[src/rtl/led_scan_decoder.sv]
// ---------------------------------------------------------------------------
// led_scan_decoder
//
// Receive side of an 8-digit multiplexed seven-segment display drive.
// The scanned, active-low enable and segment lines are synchronised and
// checked for stability. The displayed digit codes are then rebuilt. When all
// eight digits have been seen, a whole-frame snapshot is taken. Scan-protocol
// errors are reported on sticky flags.
//
// Optional feature macro: LED_DP_CAPTURE_EN
//   When defined, the decimal point is part of the stability compare, and
//   dp_out[i] holds the captured dp of digit i (1 = lit).
//   When undefined, led_dp is ignored and dp_out is tied to 8'h00.
//
// Parameters
//   STABLE_CYCLES  clocks the synced en/seg(/dp) value must hold before latch
//   CNT_W          stability counter width, must hold STABLE_CYCLES-1
//
// Ports
//   clk            system clock, rising edge
//   rst            asynchronous, active-high reset
//   led_en[7:0]    digit enables, active-low, bit i = digit i
//   led_ca..led_cg segments a..g, active-low
//   led_dp         decimal point, active-low
//   err_clr        one-cycle pulse, clears the sticky error flags
//   digits[31:0]   live code per digit, digit i at [4i+3:4i]
//   frame_digits   snapshot of digits taken when all 8 digits were latched
//   frame_done     one-cycle pulse after frame_digits updates
//   err_multi_en   sticky: two or more enables low at once
//   err_seg        sticky: an unrecognised segment pattern was latched
//   dp_out[7:0]    per-digit captured decimal point, 1 = lit
// ---------------------------------------------------------------------------
module led_scan_decoder #(
    parameter int STABLE_CYCLES = 16,
    parameter int CNT_W         = 16
) (
    input  logic        clk,
    input  logic        rst,
    input  logic [7:0]  led_en,
    input  logic        led_ca,
    input  logic        led_cb,
    input  logic        led_cc,
    input  logic        led_cd,
    input  logic        led_ce,
    input  logic        led_cf,
    input  logic        led_cg,
    input  logic        led_dp,
    input  logic        err_clr,
    output logic [31:0] digits,
    output logic [31:0] frame_digits,
    output logic        frame_done,
    output logic        err_multi_en,
    output logic        err_seg,
    output logic [7:0]  dp_out
);

    localparam logic [CNT_W-1:0] CNT_MAX = CNT_W'(STABLE_CYCLES - 1);

    typedef enum logic [1:0] {
        IDLE    = 2'd0,
        TRACK   = 2'd1,
        LATCHED = 2'd2
    } state_t;

    // Segment decode: active-low {g,f,e,d,c,b,a} -> digit code.
    // Unknown patterns map to 4'hE, which is never a legal code.
    function automatic logic [3:0] decode_seg(input logic [6:0] seg);
        case (seg)
            7'h40:   decode_seg = 4'h0;
            7'h79:   decode_seg = 4'h1;
            7'h24:   decode_seg = 4'h2;
            7'h30:   decode_seg = 4'h3;
            7'h19:   decode_seg = 4'h4;
            7'h12:   decode_seg = 4'h5;
            7'h02:   decode_seg = 4'h6;
            7'h78:   decode_seg = 4'h7;
            7'h00:   decode_seg = 4'h8;
            7'h18:   decode_seg = 4'h9;
            7'h7F:   decode_seg = 4'hF;
            default: decode_seg = 4'hE;
        endcase
    endfunction

    // ---------------------------------------------------------------
    // Two-flop synchronisers. Reset values equal an idle, blanked bus,
    // so no change is seen when reset is released.
    // ---------------------------------------------------------------
    logic [6:0] seg_pin;
    logic [7:0] en_m, s_en;
    logic [6:0] seg_m, s_seg;

    assign seg_pin = {led_cg, led_cf, led_ce, led_cd, led_cc, led_cb, led_ca};

    // NOTE: sequential state uses non-blocking (<=) so every flop samples
    // pre-edge values regardless of statement order.
    always_ff @(posedge clk or posedge rst) begin
        if (rst) begin
            en_m  <= 8'hFF;
            s_en  <= 8'hFF;
            seg_m <= 7'h7F;
            s_seg <= 7'h7F;
        end else begin
            en_m  <= led_en;
            s_en  <= en_m;
            seg_m <= seg_pin;
            s_seg <= seg_m;
        end
    end

`ifdef LED_DP_CAPTURE_EN
    localparam int VW = 16;
    logic dp_m, s_dp;

    always_ff @(posedge clk or posedge rst) begin
        if (rst) begin
            dp_m <= 1'b1;
            s_dp <= 1'b1;
        end else begin
            dp_m <= led_dp;
            s_dp <= dp_m;
        end
    end
`else
    localparam int VW = 15;
    logic unused_dp;
    assign unused_dp = led_dp;
`endif

    // ---------------------------------------------------------------
    // Change detect and stability counter
    // ---------------------------------------------------------------
    logic [VW-1:0]    cur_vec, prev_vec;
    logic             changed;
    logic [CNT_W-1:0] stab_cnt;

`ifdef LED_DP_CAPTURE_EN
    assign cur_vec = {s_en, s_seg, s_dp};
`else
    assign cur_vec = {s_en, s_seg};
`endif

    assign changed = (cur_vec != prev_vec);

    always_ff @(posedge clk or posedge rst) begin
        if (rst) begin
            prev_vec <= {VW{1'b1}};
            stab_cnt <= '0;
        end else begin
            prev_vec <= cur_vec;
            if (changed)
                stab_cnt <= '0;
            else if (stab_cnt != CNT_MAX)
                stab_cnt <= stab_cnt + 1'b1;
        end
    end

    // ---------------------------------------------------------------
    // Enable classification
    // ---------------------------------------------------------------
    logic [7:0] en_low;
    logic       one_hot, multi;
    logic [2:0] idx;

    assign en_low  = ~s_en;
    assign one_hot = (en_low != 8'h00) && ((en_low & (en_low - 8'd1)) == 8'h00);
    assign multi   = (en_low != 8'h00) && !one_hot;

    // NOTE: every variable written in always_comb gets a default first,
    // otherwise paths that skip an assignment infer a latch.
    always_comb begin
        idx = 3'd0;
        for (int i = 0; i < 8; i++) begin
            if (!s_en[i])
                idx = 3'(i);
        end
    end

    // ---------------------------------------------------------------
    // FSM: state register / next state / outputs
    // ---------------------------------------------------------------
    state_t state, state_nxt;
    logic   latch_en;

    always_ff @(posedge clk or posedge rst) begin
        if (rst)
            state <= IDLE;
        else
            state <= state_nxt;
    end

    always_comb begin
        state_nxt = state;
        case (state)
            IDLE: begin
                if (one_hot)
                    state_nxt = TRACK;
            end
            TRACK: begin
                if (!one_hot)
                    state_nxt = IDLE;
                else if (!changed && stab_cnt == CNT_MAX)
                    state_nxt = LATCHED;
            end
            LATCHED: begin
                if (changed)
                    state_nxt = one_hot ? TRACK : IDLE;
            end
            default: state_nxt = IDLE;
        endcase
    end

    // The count is stale in a cycle that shows a change, so the latch waits
    // for a quiet cycle.
    always_comb begin
        latch_en = (state == TRACK) && one_hot && !changed && (stab_cnt == CNT_MAX);
    end

    // ---------------------------------------------------------------
    // Digit store, frame tracking
    // ---------------------------------------------------------------
    logic [3:0]  code;
    logic        seg_bad;
    logic [31:0] digits_nxt;
    logic [7:0]  seen, seen_nxt;

    assign code    = decode_seg(s_seg);
    assign seg_bad = (code == 4'hE);

    always_comb begin
        digits_nxt = digits;
        digits_nxt[idx*4 +: 4] = code;
        seen_nxt = seen | (8'd1 << idx);
    end

    // NOTE: the digit store is a handful of flops with a defined power-up
    // value (all blank), so it is reset; large RAM arrays would not be.
    always_ff @(posedge clk or posedge rst) begin
        if (rst) begin
            digits       <= 32'hFFFF_FFFF;
            frame_digits <= 32'hFFFF_FFFF;
            frame_done   <= 1'b0;
            seen         <= 8'h00;
        end else begin
            frame_done <= 1'b0;
            // The snapshot cycle leaves seen full, and the cycle after
            // (frame_done high) empties it for the next frame.
            if (frame_done)
                seen <= 8'h00;
            if (latch_en) begin
                digits <= digits_nxt;
                seen   <= seen_nxt;
                if (seen_nxt == 8'hFF) begin
                    frame_digits <= digits_nxt;
                    frame_done   <= 1'b1;
                end
            end
        end
    end

    // ---------------------------------------------------------------
    // Sticky errors: a set condition wins over a coincident clear
    // ---------------------------------------------------------------
    always_ff @(posedge clk or posedge rst) begin
        if (rst) begin
            err_multi_en <= 1'b0;
            err_seg      <= 1'b0;
        end else begin
            err_multi_en <= multi | (err_multi_en & ~err_clr);
            err_seg      <= (latch_en & seg_bad) | (err_seg & ~err_clr);
        end
    end

    // ---------------------------------------------------------------
    // Decimal point capture
    // ---------------------------------------------------------------
`ifdef LED_DP_CAPTURE_EN
    always_ff @(posedge clk or posedge rst) begin
        if (rst)
            dp_out <= 8'h00;
        else if (latch_en)
            dp_out[idx] <= ~s_dp;
    end
`else
    assign dp_out = 8'h00;
`endif

endmodule

[config.mk]
export PLATFORM = sky130hd
export DESIGN_NAME = led_scan_decoder
export DESIGN_NICKNAME = d
export VERILOG_FILES = /design/src/rtl/led_scan_decoder.sv
export SDC_FILE = /design/constraint.sdc
export NUM_CORES = 1
export LEC_CHECK = 0
export ABC_AREA = 1
export BUFFER_PORTS_ARGS = -buffer_cell sky130_fd_sc_hd__buf_2
export CORE_MARGIN = 2
export CORE_UTILIZATION = 50
export DETAILED_ROUTE_END_ITERATION = 10
export GPL_ROUTABILITY_DRIVEN = 0
export PLACE_DENSITY = 0.73
export SYNTH_ARGS = -nofsm -noshare
export SYNTH_HDL_FRONTEND = slang
export SYNTH_SLANG_ARGS = --single-unit
export TNS_END_PERCENT = 10
[constraint.sdc]
create_clock -name clk -period 10.7 [get_ports clk]
set_clock_uncertainty 0.2 [all_clocks]
set_input_delay 2.14 -clock clk [delete_from_list [all_inputs] [get_ports clk]]
set_output_delay 2.14 -clock clk [all_outputs]
set_load 0.02 [all_outputs]
# Word-level counts from Yosys, hierarchy flattened

Cells that the tools add are included.

Flip-flop bits (word level): 138
Input port bits: 19
Output and inout port bits: 75
Word-level logic and storage cells: 85

$add $sub $neg: 3
Equal/unequal tests: 20
Shift-type cells: 3
Muxes and demuxes: 21
Bitwise operators: 9
Reduce and logical (&&, ||, !) cells: 16

Operators by type and width:

| cell                                                                    | number |
|---|---|
| 4-bit case mux with 11 select lines                                     | 1 |
| 5-bit negation with 34-bit output                                       | 1 |
| 4-bit by 34-bit variable shift with 32-bit output, first input constant | 1 |
| 4-bit by 34-bit variable part select with 32-bit output                 | 1 |
| 32-bit bitwise mux                                                      | 1 |
| 16-bit two-way mux                                                      | 2 |
| 7-bit equality test, second input constant                              | 4 |
| 7-bit by 5-bit equality test with 1-bit output, second input constant   | 3 |
| 3-bit two-way mux                                                       | 6 |
| 16-bit by 1-bit adder with 16-bit output, second input constant         | 1 |
| 16-bit by 4-bit equality test with 1-bit output, second input constant  | 1 |
| 8-bit two-way mux                                                       | 2 |
| 16-bit by 4-bit != test with 1-bit output, second input constant        | 1 |
| 15-bit != test                                                          | 1 |
| 7-bit by 6-bit equality test with 1-bit output, second input constant   | 2 |
| 8-bit AND                                                               | 1 |
| 8-bit equality test, second input constant                              | 1 |
| 8-bit zero test                                                         | 1 |
| 2-bit two-way mux                                                       | 4 |
| 8-bit inverter                                                          | 1 |
| 8-bit OR                                                                | 1 |
| 8-bit nonzero test                                                      | 1 |
| 1-bit by 3-bit left shift with 8-bit output, first input constant       | 1 |
| 8-bit by 1-bit subtractor with 8-bit output, second input constant      | 1 |
| 18 further kinds                                                        | 32 |

# Logic depth before layout (Yosys ltp)

Gate-level depths: netlist (run 1).

Depth after elaboration: 12
Depth in mapped cells: 19

# Least setup slack after synthesis (run 1)

No wires, ideal clock.

Kind: register to register
Start point: register s_en[2]
End point: register digits[0]
Arrival time: 2722 ps
Required time: 10439 ps
Path slack: 7717 ps
Cell stages (with the launch flop): 20
Period minus slack after synthesis: 2983 ps
Path through: dfstp_2 inv_1 o21ai_1 nand2_1 nand2_1 nand2_1 nand2_2 inv_1 ha_1 ha_1 clkbuf_1 nor2_1 inv_1 nor2_1 nand4_1 nor2_1 nand3_1 nand2_1 nand2_1 nand2_1

Cells in the longest elaborated chain, start to end: 9
Elaborated cells on any way between the ends: 21
Those cells by class: add/sub: 2; eq/ne: 1; shift: 2; mux: 7; bitwise: 2; reduce/logical: 7

RTL lines:

| item                                                                                                                                | line | source |
|---|---|---|
| start: declaration                                                                                                                  | 89   | `logic [7:0] en_m, s_en;` |
| start signal: assignment                                                                                                            | 104  | `s_en <= en_m;` |
| 3-bit two-way mux (6 in series)                                                                                                     | 173  | `if (!s_en[i])` |
| 5-bit negation with 34-bit output                                                                                                   | 231  | `digits_nxt[idx*4 +: 4] = code;` |
| 4-bit by 34-bit variable part select with 32-bit output / 4-bit by 34-bit variable shift with 32-bit output (equally long branches) | 231  |  |
| 32-bit bitwise mux                                                                                                                  | 231  |  |
| end signal: assignment                                                                                                              | 250  | `digits <= digits_nxt;` |
| end: declaration                                                                                                                    | 49   | `output logic [31:0] digits,` |

Parallel ways exist; a longest one is shown, timed or not.
A chain may end at the register's enable or synchronous reset.

# Final worst setup path (run 1)

Start point: register s_seg[6]
End point: register frame_digits[25]

Cells in the longest elaborated chain, start to end: 5
Elaborated cells on any way between the ends: 19
Those cells by class: eq/ne: 11; shift: 1; mux: 2; reduce/logical: 5

RTL lines:

| item                                                                                            | line | source |
|---|---|---|
| start: declaration                                                                              | 90   | `logic [6:0] seg_m, s_seg;` |
| start signal: assignment                                                                        | 106  | `s_seg <= seg_m;` |
| branches (longest 5 deep; another with 4-bit by 34-bit variable part select with 32-bit output) | --   |  |
| end signal: assignment                                                                          | 253  | `frame_digits <= digits_nxt;` |
| end: declaration                                                                                | 50   | `output logic [31:0] frame_digits,` |

Parallel ways; which one is timed is not known.

==> impl_metrics.env, run 1 <==
export IMPL_rsz0062_at_grt="no"
export IMPL_p_int_mw=0.908
export IMPL_ys_flop_type="dfstp_2"
export IMPL_hold_viol=0
export IMPL_pwr_share_seq_pct=45.8
export IMPL_status="completed"
export IMPL_cts_root_buf="clkbuf_16"
export IMPL_setup_tns_ps=0
export IMPL_cp_depth=10
export IMPL_cts_resized=0
export IMPL_required_ps=10860
export IMPL_ant_nets=0
export IMPL_crit_arrival_ps=4220
export IMPL_drc=0
export IMPL_r2r_slack_ps=6640
export IMPL_relSlewSlack_pct=41.0
export IMPL_diodes=0
export IMPL_routed_wl_um=13900
export IMPL_switchingPower_mw=0.285
export IMPL_insertion_delay_ps=430
export IMPL_min_path_cells=0
export IMPL_nets=881
export IMPL_cp_max_fo=33
export IMPL_grt_pass1_wl_um=23900
export IMPL_ir_drop_mv=0.160
export IMPL_die_h_um=118
export IMPL_core_sq_um=12600
export IMPL_grt_antenna_before_repair=0
export IMPL_path_buf_inv=1
export IMPL_layout_common_cells="nand2_1 (292), dfstp_2 (109), buf_2 (84), inv_1 (65), nor2_1 (61)"
export IMPL_synth_edf_count=0
export IMPL_htreeDepth=4
export IMPL_leakage_nw=3.75
export IMPL_cts_made_buffers=17
export IMPL_path_clk_slew_ps=60
export IMPL_grt_usage_pct=21.7
export IMPL_start_util_pct=51.3
export IMPL_drv_cap=0
export IMPL_grt_ovfl_total=0
export IMPL_hold_path_class="reg2reg"
export IMPL_fin_crit_ps=4060
export IMPL_layout_commonest_cell="nand2_1"
export IMPL_hpwlAfterDp_um=9540
export IMPL_power_share_combinational_pct=4.8
export IMPL_vias=5171
export IMPL_cts_tree="built"
export IMPL_cp_common_cell="nand2_1"
export IMPL_sw_frac_of_total_pct=23.9
export IMPL_cts_buffer_depth=2
export IMPL_maxSlewViolCount=0
export IMPL_finalSetupViolCount=0
export IMPL_synth_avg_cell_area_sq_um=8.43
export IMPL_synth_cell_types=36
export IMPL_die_w_um=118
export IMPL_crit_chain="xnor2_1 -> nand2_1 -> nor2_1 -> nand2_1 -> nor2_1 -> nand3_4 -> nor2_4 -> inv_2 -> nand2_1 -> nand2_1"
export IMPL_syn_inst=767
export IMPL_power_frac_clock_pct=49.4
export IMPL_wl_per_cell_um=13.4
export IMPL_fmax_mhz=246
export IMPL_drt_first_pass_iters=5
export IMPL_cellPowerDensity_nw_per_um2=157
export IMPL_cts_sinks=138
export IMPL_ys_seq_area_share_pct=55.5
export IMPL_grt_max_degree=80
export IMPL_drive_above_1_share_pct=27.8
export IMPL_initialDrtViolationCount=374
export IMPL_start_kind="register"
export IMPL_io_pins=94
export IMPL_num_rows=41
export IMPL_post_cts_buffers=0
export IMPL_crit_type="reg2reg"
export IMPL_hold_ws_ps=155
export IMPL_ctsHoldBuffers=0
export IMPL_slowest_stage="nor2_4"
export IMPL_crit_family="simple AND/OR/NAND/NOR gates"
export IMPL_placed_area_sq_um=6980
export IMPL_netlist_area_sq_um=6470
export IMPL_io_buffers=84
export IMPL_ff2ff_path_depth=10
export IMPL_final_area_sq_um=7580
export IMPL_end_kind="register"
export IMPL_tightest_slew_ps=885
export IMPL_dieArea_sq_um=13900
export IMPL_ys_ff_latch=138
export IMPL_grt_pass1_vias=4967
export IMPL_cp_slowest_stage_delay_ps=810
export IMPL_min_period_over_period_pct=38.0
export IMPL_yosysWarnings=0
export IMPL_area_growth_pct=17.1
export IMPL_async_reset_ff_share_pct=100
export IMPL_viasPerCell=4.98
## sequential cells by signal, indices dropped and copies added, names as in the netlist
register      count
stab_cnt         16
seg_m             7
frame_digits     32
en_m              8
digits           32
seen              8
s_seg             7
s_en              8
err_multi_en      1
state             2
frame_done        1
prev_vec         15
err_seg           1
## cells in the mapped netlist, drive strengths merged (2+ instances only)
library cell  instances  area [sq um]
xor2                  2          17.5
nor2                 66           280
ha                    8           100
nand3                56           298
buf                  19           144
dfstp               109          2860
o21a                  3          22.5
inv                  70           263
nor4                  2          12.5
a21oi                15          75.1
clkbuf                5          18.8
a31oi                 2          12.5
nand2               295          1110
dfrtp                29           726
nor3                  5          25.0
o21ai                41           205
o21bai                6          45.0
xnor2                13           114
nand4                13          81.3
## stage by stage
stage / std cells / total power [mW] / utilization (%) / worst slack (ps)
after floorplan: 774 / 0.597 / - / 4840
after global placement: 1007 / 0.610 / 55.3 / 6650
after detailed placement: 1007 / 0.612 / 55.3 / 6600
after CTS: 1039 / 1.21 / 60.0 / 6550
after global routing: 1039 / 1.24 / 60.0 / 6220
final: 1039 / 1.19 / 60.0 / 6640
## power groups by stage
| stage | Combinational [mW] | Sequential (mW) | Clock (mW) |
|---|---|---|---|
| after CTS | 0.0579 | 0.546 | 0.602 |
| final | 0.0573 | 0.546 | 0.589 |
| after floorplan | 0.0453 | 0.552 | 0 |
| after global routing | 0.0660 | 0.548 | 0.624 |
| after detailed placement | 0.0572 | 0.554 | 0 |
| after global placement | 0.0565 | 0.554 | 0 |
## final cells by class
type | instances | area (sq um)
fillers | 1126 | 5040
flip-flops and latches | 138 | 3590
clock buffers | 18 | 439
inverters | 71 | 269
well taps | 172 | 215
repair buffers | 85 | 428
multi-input cells | 541 | 2480
clock inverters | 14 | 159
## path summary, 6_finish.rpt
path	startpoint	to
worst max-delay path	s_seg[6]	frame_digits[25]
worst min-delay path	seg_m[4]	s_seg[4]
worst max register to register	s_seg[6]	frame_digits[25]
worst min register to register	seg_m[4]	s_seg[4]
max in group asynchronous	rst	stab_cnt[7]
min in group asynchronous	rst	err_seg
## metal layers
layer  vias up  wire [um]  global-route usage, %
li1       2573          -                      -
met1      2438       6650                   29.9
met3        23        859                   6.88
met5         -          0                      0
met2       137       6170                   32.1
met4         0        244                   8.13
## cell families after synthesis
logic type                 after synthesis  synth area share, %
xor gates and xnor gates                15                 2.03
adders and majority gates                8                 1.55
other                                    1               0.0580
and+or+nand+nor                        439                 28.2
buffers and inverters                   95                 6.63
AOI/OAI and AO/OA                       71                 6.02
DFF                                    138                 55.5
No activity file was read; power rests on OpenSTA's default activity.
==> run 2: changes to the inputs <==
==> constraint.sdc (replaced) <==
create_clock -name clk -period 3.8 [get_ports clk]
set_clock_uncertainty 0.2 [all_clocks]
set_input_delay 0.76 -clock clk [delete_from_list [all_inputs] [get_ports clk]]
set_output_delay 0.76 -clock clk [all_outputs]
set_load 0.02 [all_outputs]
==> impl_metrics.env, run 2 (same netlist as run 1, synthesis figures left out) <==
export IMPL_rr_endpoint="frame_digits[2]"
export IMPL_io_buffers=84
export IMPL_grt_ovfl_total=0
export IMPL_insertion_delay_ps=420
export IMPL_hold_viol=0
export IMPL_fin_crit_ps=3430
export IMPL_hold_path_class="reg2reg"
export IMPL_setup_tns_ps=0
export IMPL_maxSlewViolCount=0
export IMPL_crit_chain="inv_1 -> o21ai_1 -> nand2_1 -> nand2_1 -> nand2_1 -> nand2_2 -> inv_1 -> ha_1 -> ha_1 -> nor2_1 -> inv_1 -> nor2_1 -> nand4_1 -> nor2_1 -> nand2_1 -> nand2_1 -> nand2_1 -> nand2_1"
export IMPL_start_kind="register"
export IMPL_htreeDepth=4
export IMPL_drt_first_pass_iters=5
export IMPL_post_cts_buffers=0
export IMPL_status="completed"
export IMPL_grt_antenna_before_repair=0
export IMPL_power_frac_clock_pct=51.5
export IMPL_leakage_nw=3.80
export IMPL_rsz0062_at_grt="no"
export IMPL_area_growth_pct=18.7
export IMPL_r2r_start="s_en[2]"
export IMPL_die_h_um=118
export IMPL_drc=0
export IMPL_viasPerCell=5.00
export IMPL_crit_family="simple AND/OR/NAND/NOR gates"
export IMPL_p_int_mw=2.73
export IMPL_cp_max_fo=9
export IMPL_core_sq_um=12600
export IMPL_fmax_mhz=292
export IMPL_relSlewSlack_pct=58.0
export IMPL_cts_buffer_depth=2
export IMPL_top_regs="digits: 32 flops, frame_digits: 32 flops, stab_cnt: 16 flops"
export IMPL_wl_per_cell_um=13.7
export IMPL_num_rows=41
export IMPL_cts_made_buffers=17
export IMPL_ant_nets=0
export IMPL_grt_usage_pct=22.0
export IMPL_layout_commonest_cell="nand2_1"
export IMPL_ir_drop_mv=0.294
export IMPL_layout_common_cells="nand2_1 (292), dfstp_2 (109), buf_2 (84), inv_1 (65), nor2_1 (61)"
export IMPL_grt_pass1_vias=5077
export IMPL_io_pins=94
export IMPL_vias=5230
export IMPL_finalSetupViolCount=0
export IMPL_diodes=0
export IMPL_routed_wl_um=14300
export IMPL_initialDrtViolationCount=390
export IMPL_pwr_share_seq_pct=43.8
export IMPL_switchingPower_mw=0.783
export IMPL_cp_slowest_stage_delay_ps=550
export IMPL_sw_frac_of_total_pct=22.3
export IMPL_cp_common_cell="nand2_1"
export IMPL_hpwlAfterDp_um=9720
export IMPL_cts_resized=0
export IMPL_end_kind="register"
export IMPL_nets=888
export IMPL_required_ps=3960
export IMPL_crit_arrival_ps=3590
export IMPL_start_util_pct=51.3
export IMPL_slowest_stage="dfstp_2"
export IMPL_drv_cap=0
export IMPL_worstHoldEndpoint="s_en[6]"
export IMPL_power_share_combinational_pct=4.7
export IMPL_grt_max_degree=51
export IMPL_ff2ff_path_depth=18
export IMPL_r2r_slack_ps=370
export IMPL_drive_above_1_share_pct=28.3
export IMPL_tightest_slew_ps=630
export IMPL_dieArea_sq_um=13900
export IMPL_die_w_um=118
export IMPL_dp_cells=1014
export IMPL_min_path_cells=0
export IMPL_ctsHoldBuffers=0
export IMPL_cts_sinks=138
export IMPL_finalPower_mw=3.51
export IMPL_layoutNonFillerInstCount=1045
export IMPL_path_clk_slew_ps=60
export IMPL_n_fill_cell=1132
export IMPL_crit_type="reg2reg"
export IMPL_cts_root_buf="clkbuf_16"
export IMPL_cellPowerDensity_nw_per_um2=458
export IMPL_path_buf_inv=3
export IMPL_grt_pass1_wl_um=24500
export IMPL_min_from="en_m[6]"
export IMPL_min_period_over_period_pct=90.2
export IMPL_cts_tree="built"
[run 2: layer usage]
metal	GRT usage (%)	vias up	wire length, um
li1	-	2602	-
met2	34.8	149	6690
met4	7.61	0	190
met1	29.9	2461	6740
met3	5.18	18	724
met5	0	-	0
[run 2: area by class of cell]
| class | count | area (sq um) | share of cell area (%) |
|---|---|---|---|
| clock buffers | 17 | 425 | 5.54 |
| clock inverters | 14 | 219 | 2.85 |
| inverters | 71 | 270 | 3.52 |
| multi-input cells | 541 | 2480 | 32.3 |
| flip-flops and latches | 138 | 3590 | 46.8 |
| well taps | 172 | 215 | 2.80 |
| repair buffers | 92 | 480 | 6.26 |
[run 2: worst max path at each step]
stage / depth (start not counted) / endpoint / startpoint
after floorplan: 19 / digits[0] / s_en[2]
after global placement: 18 / digits[0] / s_en[2]
after detailed placement: 18 / frame_digits[2] / s_en[2]
after CTS: 18 / frame_digits[2] / s_en[2]
after global routing: 18 / frame_digits[3] / s_en[2]
final: 18 / frame_digits[2] / s_en[2]
[run 2: per-stage QoR]
step                hold slack, ps  worst slack, ps  utilization, %  area [sq um]
finish                         152              373            60.8          7680
global route                   158             3.06            60.8          7680
CTS                            154              362            60.8          7680
detailed placement             147              408            55.7          7030
global placement               146              440            55.7          7030
floorplan                      145              817               -          6500
[run 2: power by group through the flow]
stage	Sequential [mW]	Clock [mW]	Combinational, mW
after global placement	1.56	0	0.162
final	1.54	1.81	0.166
after detailed placement	1.56	0	0.164
after global routing	1.54	1.90	0.189
after floorplan	1.55	0	0.128
after CTS	1.54	1.84	0.166
